--- src/rtl/tdm_mux_8x1.sv ---
// Purpose: captures a parallel frame of 2^SEL_SIZE bits and serializes it one channel per slot, tagging each slot with its channel index.
// Latency: slot 0 appears the cycle after acceptance; a frame occupies N*SLOT_CYCLES cycles, and back-to-back frames run with no gap.
// Backpressure: load_ready is high in IDLE and in the final cycle of a frame only; flush forces it low and aborts the frame.
module tdm_mux_8x1 #(
    parameter int SEL_SIZE    = 3,
    parameter int SLOT_CYCLES = 1
) (
    input  logic                      clk,
    input  logic                      rst_n,
    input  logic [(1<<SEL_SIZE)-1:0]  din,
    input  logic                      load_valid,
    output logic                      load_ready,
    input  logic                      flush,
    output logic                      dout,
    output logic [SEL_SIZE-1:0]       sel_out,
    output logic                      dout_valid,
    output logic                      frame_start,
    output logic                      busy
);

    localparam int N  = 1 << SEL_SIZE;
    // Narrowest counter that still holds SLOT_CYCLES-1, never below one bit.
    localparam int CW = (SLOT_CYCLES > 1) ? $clog2(SLOT_CYCLES) : 1;

    localparam logic [CW-1:0]       CYC_LAST  = CW'(SLOT_CYCLES - 1);
    localparam logic [SEL_SIZE-1:0] SLOT_LAST = {SEL_SIZE{1'b1}};

    typedef enum logic {
        IDLE  = 1'b0,
        SHIFT = 1'b1
    } state_t;

    state_t              state;
    state_t              state_nxt;
    logic [N-1:0]        frame_reg;
    logic [SEL_SIZE-1:0] slot;
    logic [CW-1:0]       cyc;

    logic cyc_end;
    logic frame_end;
    logic accept;

    // Slot/frame boundary decodes shared by the counters and the FSM.
    assign cyc_end   = (cyc == CYC_LAST);
    assign frame_end = (state == SHIFT) && (slot == SLOT_LAST) && cyc_end;
    assign accept    = load_valid && load_ready;

    // State register; reset drops straight back to IDLE so no partial frame survives.
    always_ff @(posedge clk or negedge rst_n) begin
        if (!rst_n) begin
            state <= IDLE;
        end else begin
            state <= state_nxt;
        end
    end

    // Next state: flush beats everything, then a new frame, then end-of-frame drop to IDLE.
    always_comb begin
        state_nxt = state;
        if (flush) begin
            state_nxt = IDLE;
        end else if (accept) begin
            state_nxt = SHIFT;
        end else if (frame_end) begin
            state_nxt = IDLE;
        end
    end

    // Frame capture and slot/cycle counters; counters clear whenever the frame ends or is aborted.
    always_ff @(posedge clk or negedge rst_n) begin
        if (!rst_n) begin
            frame_reg <= '0;
            slot      <= '0;
            cyc       <= '0;
        end else if (flush) begin
            slot <= '0;
            cyc  <= '0;
        end else if (accept) begin
            frame_reg <= din;
            slot      <= '0;
            cyc       <= '0;
        end else if (state == SHIFT) begin
            if (frame_end) begin
                slot <= '0;
                cyc  <= '0;
            end else if (cyc_end) begin
                slot <= slot + 1'b1;
                cyc  <= '0;
            end else begin
                cyc <= cyc + 1'b1;
            end
        end
    end

    // Outputs decode state and counters only; load_ready additionally sees flush.
    always_comb begin
        load_ready  = 1'b0;
        dout        = 1'b0;
        sel_out     = '0;
        dout_valid  = 1'b0;
        frame_start = 1'b0;
        busy        = 1'b0;
        case (state)
            IDLE: begin
                load_ready = !flush;
            end
            SHIFT: begin
                load_ready  = !flush && (slot == SLOT_LAST) && cyc_end;
                busy        = 1'b1;
                dout_valid  = 1'b1;
                sel_out     = slot;
                dout        = frame_reg[slot];
                frame_start = (slot == '0) && (cyc == '0);
            end
            default: begin
                load_ready = 1'b0;
            end
        endcase
    end

endmodule

--- config.mk ---
export PLATFORM = sky130hd
export DESIGN_NAME = tdm_mux_8x1
export DESIGN_NICKNAME = d
export VERILOG_FILES = /design/src/rtl/tdm_mux_8x1.sv
export SDC_FILE = /design/constraint.sdc
export NUM_CORES = 1
export LEC_CHECK = 0
export ABC_AREA = 1
export BUFFER_PORTS_ARGS = -buffer_cell sky130_fd_sc_hd__buf_4
export CAP_MARGIN = 20
export CELL_PAD_IN_SITES_DETAIL_PLACEMENT = 0
export CELL_PAD_IN_SITES_GLOBAL_PLACEMENT = 1
export CORE_MARGIN = 3
export CORE_UTILIZATION = 35
export DETAILED_ROUTE_END_ITERATION = 7
export PLACE_DENSITY = 0.75
export SLEW_MARGIN = 20
export SYNTH_ARGS = -nofsm -noshare
export SYNTH_HDL_FRONTEND = slang
export SYNTH_SLANG_ARGS = --single-unit
--- constraint.sdc ---
create_clock -name clk -period 2.7 [get_ports clk]
set_input_delay 0.27 -clock clk [delete_from_list [all_inputs] [get_ports clk]]
set_output_delay 0.27 -clock clk [all_outputs]
set_load 0.005 [all_outputs]
==> metrics, run 1 <==
# diodes=0; Fmax=0.5792 GHz; clock root buffer=clkbuf_4; Data required, critical path=2430 ps; Worst path most repeated cell=ha_1; Final Setup Violations=0; CP max-delay cell=dfrtp_1; max FFs per register=8; final RePlAce weighted congestion=0.7434; Clock Tree Buf Depth=2; Clock Latency Late Sink=270 ps; Starting DRT DRC Count=4; initial antenna violation count=0; CTS resizes=0; met2 usage=21.52%; Area Overhead vs Synth=26.98%; CTS Buf Count=3; largest net degree at the start of global routing=13; aggregate global routing overflow=0; Final #Nets=133; Synth top area share=43.17%; routing usage on met1=18.30%; Avg WL per Cell=10.57 um; Post-synth top cells=36 x nand2_1, 16 x inv_1, 13 x nand3_1, 12 x dfrtp_1; crit-path cells=ha_1 -> ha_1 -> nor2_4 -> nor2_1 -> buf_4; setup_tns=0 ps; Worst Hold End=state$_DFFE_PN0P_; Area contributors post-synth=dfrtp_1 43%, nand2_1 19%, nand3_1 9.4%, inv_1 8.6%, ha_1 5.4%; status=finished, final reports clean; share of post-route cells with drive strength above 1=24.14%; synth unique cells=14; met3 Track Usage GR=2.671%; Via-to-Cell Ratio=4.340; FF+latch count, synth=12; fin crit share=63.95%; number of synthesis warnings=0; Worst-path clk slew=80 ps; I/O Pins=20; most common cell in the synthesized netlist=nand2_1; sequential cell area=300.3 um2; Post-route DRC=0; Avg Cell Area, Syn=7.323 um2; DRT Pass-1 Iters=4; CP arrival=1460 ps; FF-to-FF Start=slot[0]$_DFFE_PN0P_; hold path cells=2; DIE AREA=0.002558 mm2; clk sink count=12; area of the multi-input gates=309.0 um2; H-tree Lvls=1; number of global-route vias before repair=583; Die Y=50.58 um; CP Capture Type=output port; # rows=15; Core Area=0.001802 mm2; Crit. Startpoint=slot[0]$_DFFE_PN0P_; CP max FO=7; Worst slew margin=70.13%; Fin. Hold Viols=0; Post-Layout Cell Count=141; Final HPWL DP=1.132 mm; first-pass GRT wire length=2.628 mm; Post-synth EDFFs=0; RR Endpoint=slot[2]$_DFFE_PN0P_; post-layout min period=1727 ps; RSZ-0062 raised after global routing=no; dpl cells=137; R2R setup slack=1240 ps; Synth Instances=95; Max IR drop VDD=225.8 uV; Mapped Area=695.7 um2; routed via count=612; syn_nets=110; final core utilization=49.03%; Lkg Pwr=0.0005266 uW; cell area after placement=850.8 um2; clk_skew=3.786 ps; Routed WL=1.491 mm; CP Launch Type=register; Chip Width=50.58 um; fillcell total=203; DRT antenna net count=0; Slew @ Worst Pin=447.6 ps; hold_sp=flush; Initial Util=38.61%; reg2reg path depth=7; Total GRT Usage=14.22%; global routing's busiest layer=met2; CTS tree=yes; Worst Hold Class=in -> reg; CP Class=reg -> out; post-route cell area=883.3 um2; post-layout power=421.2 uW; crit-path max cell delay=450 ps; ys flop type=dfrtp_1; Pwr per Cell Area=476.9 mW/mm2; max-slew violations=0; Max-Cap Viols=0; sequential area share after synthesis=43.17%; PortBufs=19; ys async rst share=100.0%; cell taking the most area after synthesis=dfrtp_1
## worst max-delay path: cells and delay by family (launching register included)
family | cells | cell delay, ps
fa+ha+maj | 2 | 440
simple gates | 2 | 170
buf+inv | 1 | 130
flops | 1 | 450
## worst max-delay path by stage
stage | endpoint | slack [ps]
2_1_floorplan | slot[0]$_DFFE_PN0P_ | 1320
5_1_grt | load_ready | 910
6_report | load_ready | 970
3_3_place_gp | slot[2]$_DFFE_PN0P_ | 1280
3_5_place_dp | slot[2]$_DFFE_PN0P_ | 1240
4_1_cts | load_ready | 950
## layout make-up
class / count / area share, %
well taps: 25 / 3.541
inverters: 18 / 7.649
clock buffers: 3 / 2.550
flip-flops and latches: 12 / 33.99
repair buffers: 20 / 17.28
multi-input cells: 63 / 34.99
## placed cells by master, fill, tap and decap left out, drive strengths merged
| cell type | synthesis | final |
|---|---|---|
| buf | 2 | 19 |
| o21ai | 3 | 3 |
| dfrtp | 12 | 12 |
| dlygate4sd3 | 0 | 1 |
| nor2 | 6 | 6 |
| a21oi | 1 | 1 |
| nand3 | 13 | 13 |
| clkbuf | 0 | 3 |
| nand2 | 37 | 37 |
| ha | 3 | 3 |
| inv | 18 | 18 |
## report_power, final
group          total [uW]  internal [uW]  switching [uW]
registers             216            202            14.4
logic                93.4           42.9            50.5
clock network         112           51.7            60.0
total                 421            296             125
## metal layers
metal / vias up / routed length [um] / share of wire (%)
met4: 0 / 43 / 2.9
met1: 263 / 702 / 47
li1: 330 / - / -
met5: - / 0 / 0
met2: 15 / 670 / 45
met3: 4 / 74 / 5.0
## stage by stage
| stage | hold slack (ps) | setup slack [ps] |
|---|---|---|
| finish | 199.2 | 973.3 |
| global route | 195.8 | 910.4 |
| CTS | 191.4 | 954.8 |
| detailed placement | 121.7 | 1241 |
| global placement | 119.9 | 1278 |
| floorplan | -25.59 | 1319 |
## what timing repair did
action                     4_1_cts  5_1_grt
hold endpoints to repair        12        0
setup endpoints to repair        0        0
setup buffers                    0        0
hold buffers                     1        0
## logic make-up after synthesis
logic type               after synthesis  share of synthesized area [%]
AO/OA/AOI/OAI                          4                          2.876
adder cells (fa/ha/maj)                3                          5.396
flip-flops                            12                          43.17
AND/OR/NAND/NOR                       56                          36.15
buffers and inverters                 20                          12.41
(Power assumes the default switching activity.)
==> run 2: changes to the inputs <==
ABC_AREA = 0   (was 1)
PLACE_DENSITY = 0.7   (was 0.75)
clock period = 1.7 ns   (was 2.7 ns; I/O delays follow)
==> run 2 against run 1 <==
Net effect:
- total power grew 70%
- non-clock buffer count grew 6
- sequential power grew 61%
- clock-buffer cell count grew 1
- cell area grew 1.4%
- critical path type unchanged
- largest power group unchanged
==> metrics, run 2 <==
status=finished, final reports clean (unchanged); Core Area=0.001594 mm2 (was 0.001802 mm2); first-pass GRT wire length=2.001 mm (was 2.628 mm); Worst slew margin=87.09% (was 70.13%); Slew @ Worst Pin=193.0 ps (was 447.6 ps); CP max-delay cell=mux4_2 (was dfrtp_1); Routed WL=1.146 mm (was 1.491 mm); I/O Pins=20 (unchanged); Initial Util=39.09% (was 38.61%); FF+latch count, synth=12 (unchanged); Clock Tree Buf Depth=2 (unchanged); sequential cell area=300.3 um2 (unchanged); H-tree Lvls=1 (unchanged); Mapped Area=623.1 um2 (was 695.7 um2); fin crit share=98.67%; crit-path cells=buf_6 -> mux4_2 -> nand2_1 -> a21boi_1 -> buf_4 (was ha_1 -> ha_1 -> nor2_4 -> nor2_1 -> buf_4); CP Class=reg -> out (unchanged); Area contributors post-synth=dfrtp_1 48%, mux2_2 14%, mux4_2 7.2%, ha_1 6.0%, nor2_1 4.8% (was dfrtp_1 43%, nand2_1 19%, nand3_1 9.4%, inv_1 8.6%, ha_1 5.4%); most frequent cells in the layout=23 x buf_4, 12 x dfrtp_1, 8 x nor2_1, 8 x mux2_2 (was 36 x nand2_1, 19 x buf_4, 16 x inv_1); Post-synth top cells=12 x dfrtp_1, 8 x mux2_2, 8 x nor2_1 (was 36 x nand2_1, 16 x inv_1, 13 x nand3_1, 12 x dfrtp_1); clk_skew=3.336 ps (was 3.786 ps); # diodes=0 (unchanged); CP arrival=1510 ps (was 1460 ps); Comb power frac=20.5% (was 22.2%); Area Overhead vs Synth=43.77% (was 26.98%); Data required, critical path=1530 ps (was 2430 ps); Avg WL per Cell=11.24 um (was 10.57 um); Worst Hold Class=in -> reg (unchanged); Avg Cell Area, Syn=12.72 um2 (was 7.323 um2); Fin. Hold Viols=0 (unchanged); Final Setup Violations=0 (unchanged); Via-to-Cell Ratio=4.402 (was 4.340); reg2reg path depth=6 (was 7); cell area after placement=818.3 um2 (was 850.8 um2); Post-Layout Cell Count=102 (was 141); clk sink count=12 (unchanged); sw power=163.9 uW (was 124.9 uW); ys flop type=dfrtp_1 (unchanged); Worst Path Buf+Inv=2 (was 1); dpl cells=95 (was 137); Chip Width=48.20 um (was 50.58 um); number of synthesis warnings=0 (unchanged); Final #Nets=94 (was 133); Die Y=48.20 um (was 50.58 um); max FFs per register=8 (unchanged); Post-synth EDFFs=0 (unchanged); switching share of power=22.88% (was 29.65%); synth unique cells=14 (unchanged); DIE AREA=0.002323 mm2 (was 0.002558 mm2); most common cell in the synthesized netlist=dfrtp_1 (was nand2_1); R2R setup slack=100 ps (was 1240 ps); routed via count=449 (was 612); cell taking the most area after synthesis=dfrtp_1 (unchanged); post-route cell area=895.9 um2 (was 883.3 um2); final RePlAce weighted congestion=0.6800 (was 0.7434); Synth Instances=49 (was 95); area of the multi-input gates=304.0 um2 (was 309.0 um2); sequential area share after synthesis=48.19% (was 43.17%); hold_sp=flush (unchanged); Max-Cap Viols=0 (unchanged); crit-path max cell delay=500 ps (was 450 ps); share of post-route cells with drive strength above 1=56.41% (was 24.14%); max-slew violations=0 (unchanged); CP Capture Type=output port (unchanged); Cell Int Power=552.6 uW (was 296.4 uW); setup_tns=0 ps (unchanged); CP Launch Type=register (unchanged); Lkg Pwr=0.0004285 uW (was 0.0005266 uW); CTS tree=yes (unchanged); CP max FO=3 (was 7); RSZ-0062 raised after global routing=yes (was no); largest net degree at the start of global routing=13 (unchanged); syn_nets=64 (was 110); # rows=14 (was 15); Final HPWL DP=895.4 um (was 1.132 mm); number of global-route vias before repair=471 (was 583); RR Endpoint=frame_reg[2]$_DFFE_PN0P_ (was slot[2]$_DFFE_PN0P_); post-layout power=716.5 uW (was 421.2 uW); initial antenna violation count=0 (unchanged); fillcell total=140 (was 203); Clock power frac=31.0% (was 26.5%); FF-to-FF Start=slot[1]$_DFFE_PN0P_ (was slot[0]$_DFFE_PN0P_); Max IR drop VDD=404.7 uV (was 225.8 uV); clock root buffer=clkbuf_4 (unchanged); Pwr per Cell Area=799.8 mW/mm2 (was 476.9 mW/mm2); Worst Hold End=slot[2]$_DFFE_PN0P_ (was state$_DFFE_PN0P_); Crit. Startpoint=slot[1]$_DFFE_PN0P_ (was slot[0]$_DFFE_PN0P_); ys async rst share=100.0% (unchanged); Worst-path clk slew=80 ps (about the same); most common library cell in the layout ignoring fill and taps=buf_4 (was nand2_1); Starting DRT DRC Count=2 (was 4); hold path cells=2 (unchanged); Post-route DRC=0 (unchanged); Total GRT Usage=12.67% (was 14.22%); Fmax=0.5962 GHz; PortBufs=19 (unchanged); post-layout min period=1677 ps; Setup WS pre-CTS=0.009992 ps (was 1241 ps); CTS Buf Count=3 (unchanged); final worst setup slack=22.66 ps (was 973.3 ps); cell family with most CP delay=multiplexers (was flip-flops); DRT Pass-1 Iters=4 (unchanged); aggregate global routing overflow=0 (unchanged); DRT antenna net count=0 (unchanged); Synth top area share=48.19% (was 43.17%); Clock Latency Late Sink=270 ps (about the same); Seq pwr share=48.5% (was 51.3%)
run 2: cell types whose count changed after synthesis, sizes merged, moves of 2 or more:
cell and change:
inv -15, mux2 +8, nand3 -13, nand2 -34, and2 +3, nor2 +2, mux4 +2, o21ai -3
a32oi +2
run 2: power groups by stage:
stage                     Clock (uW)  Combinational (uW)  Sequential (uW)
after floorplan                    0                79.5              349
after global placement             0                 139              352
after detailed placement           0                 140              353
after CTS                        231                 150              347
after global routing             249                 165              353
final                            222                 147              347
run 2: cell type report:
type	instances	share of cell area, %
Multi-Input combinational cell	33	33.94
Sequential cell	12	33.52
Timing Repair Buffer	26	23.88
Clock buffer	4	4.050
Tap cell	24	3.352
Inverter	3	1.257
run 2: kinds of logic (layout without fill, tap and decap cells):
| logic type | count (synthesis) | in the layout | synth area share, % |
|---|---|---|---|
| and+or+nand+nor | 16 | 16 | 15.46 |
| DFF | 12 | 12 | 48.19 |
| muxes | 11 | 11 | 23.29 |
| buffers and inverters | 4 | 33 | 3.012 |
| adders and majority gates | 3 | 3 | 6.025 |
| AOI/OAI and AO/OA | 3 | 3 | 4.017 |
run 2: routing by layer:
layer / track usage (%) / part of all wire, %
met4: 4.839 / 0
met3: 3.321 / 5.1
met5: 0 / 0
met2: 21.35 / 51
met1: 15.38 / 44
run 2: worst max-delay path by stage:
| stage | end | depth (start not counted) |
|---|---|---|
| final | dout | 5 |
| after global routing | dout | 5 |
| after global placement | frame_reg[3]$_DFFE_PN0P_ | 5 |
| after detailed placement | frame_reg[2]$_DFFE_PN0P_ | 5 |
| after CTS | dout | 5 |
| after floorplan | frame_reg[0]$_DFFE_PN0P_ | 5 |
run 2: repair_timing:
item / 4_1_cts / 5_1_grt
setup buffers: 2 / 0
hold buffers: 1 / 0
resized for setup: 2 / 0
pin swaps: 3 / 0
endpoints found under the hold margin: 12 / 0
setup endpoints to repair: 9 / 1
run 2: metrics by stage:
stage	hold WS [ps]	utilization (%)
2_1_floorplan	-125.6	-
4_1_cts	107.3	56.20
3_3_place_gp	14.60	51.33
3_5_place_dp	15.40	51.33
5_1_grt	108.9	56.20
6_report	116.0	56.20
==> run 3: changes to the inputs <==
CTS_BUF_LIST = sky130_fd_sc_hd__clkbuf_16   (was unset)
==> run 3 against run 2 <==
Net effect:
- worst hold slack gained 39 ps
- critical path depth is the same
- cell area is 4.7% higher
- final cell count is the same
- non-clock buffer count did not move
- clock-buffer cell count down 1
- clock skew down 1.7 ps
- via count up 0.89%
- sequential cell count unchanged
- sequential share of layout area is 1.5 points lower
- largest cell class unchanged
==> metrics, run 3 (synthesized netlist as in run 2, its figures left out) <==
final RePlAce weighted congestion=0.6800 (unchanged); Pwr per Cell Area=974.7 mW/mm2 (was 799.8 mW/mm2); H-tree Lvls=1 (unchanged); # diodes=0 (unchanged); Via-to-Cell Ratio=4.441 (was 4.402); Data required, critical path=1530 ps (about the same); initial antenna violation count=0 (unchanged); Max-Cap Viols=0 (unchanged); first-pass GRT wire length=2.001 mm (unchanged); Starting DRT DRC Count=1 (was 2); most frequent cells in the layout=23 x buf_4, 12 x dfrtp_1, 8 x nor2_1, 8 x mux2_2 (unchanged); # rows=14 (unchanged); setup_tns=0 ps (unchanged); RSZ-0062 raised after global routing=yes (unchanged); final worst setup slack=62.06 ps (was 22.66 ps); Chip Width=48.20 um (unchanged); Max IR drop VDD=690.1 uV (was 404.7 uV); status=finished, final reports clean (unchanged); Worst slew margin=87.22% (was 87.09%); aggregate global routing overflow=0 (unchanged); Area Overhead vs Synth=50.60% (was 43.77%); Core Area=0.001594 mm2 (unchanged); I/O Pins=20 (unchanged); post-layout power=914.7 uW (was 716.5 uW); Fmax=0.6105 GHz (was 0.5962 GHz); most common library cell in the layout ignoring fill and taps=buf_4 (unchanged); Worst-path clk slew=40 ps (was 80 ps); Final Setup Violations=0 (unchanged); post-layout min period=1638 ps (was 1677 ps); Avg WL per Cell=11.32 um (was 11.24 um); Final #Nets=94 (unchanged); PortBufs=19 (unchanged); Fin. Hold Viols=0 (unchanged); crit-path cells=buf_6 -> mux4_2 -> nand2_1 -> a21boi_1 -> buf_4 (unchanged); Setup WS pre-CTS=0.009992 ps (unchanged); Routed WL=1.155 mm (was 1.146 mm); largest net degree at the start of global routing=13 (unchanged); Post-route DRC=0 (unchanged); clock root buffer=clkbuf_16 (was clkbuf_4); CP Class=reg -> out (unchanged); crit-path max cell delay=490 ps (was 500 ps); Clock Tree Buf Depth=2 (unchanged); Die Y=48.20 um (unchanged); number of global-route vias before repair=461 (was 471); Final HPWL DP=895.4 um (unchanged); Initial Util=39.09% (unchanged); routed via count=453 (was 449); DRT antenna net count=0 (unchanged); CP Capture Type=output port (unchanged); DIE AREA=0.002323 mm2 (unchanged); CTS Buf Count=3 (unchanged); CP max-delay cell=mux4_2 (unchanged); DRT Pass-1 Iters=2 (was 4); fillcell total=131 (was 140); clk sink count=12 (unchanged); clk_skew=1.674 ps (was 3.336 ps); Slew @ Worst Pin=190.9 ps (was 193.0 ps); Lkg Pwr=0.0004461 uW (was 0.0004285 uW); CP arrival=1470 ps (was 1510 ps); CP max FO=3 (unchanged); Clock Latency Late Sink=230 ps (was 270 ps); max FFs per register=8 (unchanged); Worst Hold Class=in -> reg (unchanged); CP Launch Type=register (unchanged); max-slew violations=0 (unchanged); fin crit share=96.35% (was 98.67%); CTS tree=yes (unchanged); share of post-route cells with drive strength above 1=55.13% (was 56.41%); Total GRT Usage=12.67% (unchanged)
-- run 3: cell count changes in the layout (fill, tap and decap cells not counted) --
cell and change:
clkbuf_8 -1, clkbuf_4 -3, clkbuf_16 +3, clkinv_1 +1
-- run 3: layout make-up --
class	count	area (um2)	share of cell area, %
Timing Repair Buffer	26	214.0	22.80
Sequential cell	12	300.3	32.00
Clock inverter	1	3.754	0.4000
Inverter	3	11.26	1.200
Clock buffer	3	75.07	8.000
Tap cell	24	30.03	3.200
Multi-Input combinational cell	33	304.0	32.40
-- run 3: worst max-delay path, delay by kind of cell (launching register included) --
family,cells,cell delay [ps]
DFF,1,360
buffers and inverters,2,250
AOI/OAI and AO/OA,1,60
and+or+nand+nor,1,80
muxes,1,490
-- run 3: power by group --
group / switching (uW) / leakage (uW) / internal (uW)
clock: 110 / 0.0000385 / 308
sequential: 21.3 / 0.000148 / 328
combinational: 50.5 / 0.000260 / 97.0
total: 182 / 0.000446 / 733
-- run 3: repair_timing --
action / in CTS / in global routing
endpoints found under the setup margin: 2 / 1
buffers inserted: 1 / 1
hold buffers: 1 / 0
gates resized for setup: 1 / 1
pin swaps: 2 / 1
endpoints found under the hold margin: 12 / 0
-- run 3: per-stage QoR --
step	std cells	utilization [%]	cell area, um2	hold WS, ps
6_report	102	58.87	938.4	154.6
5_1_grt	102	58.87	938.4	161.9
4_1_cts	101	58.40	930.9	147.4
3_5_place_dp	95	51.33	818.3	15.40
3_3_place_gp	95	51.33	818.3	14.60
2_1_floorplan	49	-	623.1	-125.6
-- run 3: layer usage --
metal	GRT usage (%)	up-vias	wire [um]
met2	20.83	14	586
met1	15.85	208	506
met3	2.214	2	48
li1	-	229	-
met5	0	-	0
met4	6.452	0	15
-- run 3: worst paths after layout --
path	startpoint	endpoint	slack (ps)	cells past startpoint
min	flush	state$_DFFE_PN0P_	150	2
max in group asynchronous	rst_n	slot[0]$_DFFE_PN0P_	1240	2
min in group asynchronous	rst_n	frame_reg[5]$_DFFE_PN0P_	310	2
min reg2reg	frame_reg[3]$_DFFE_PN0P_	frame_reg[3]$_DFFE_PN0P_	500	1
max reg2reg	slot[1]$_DFFE_PN0P_	frame_reg[2]$_DFFE_PN0P_	110	6
max	slot[1]$_DFFE_PN0P_	dout	60	5
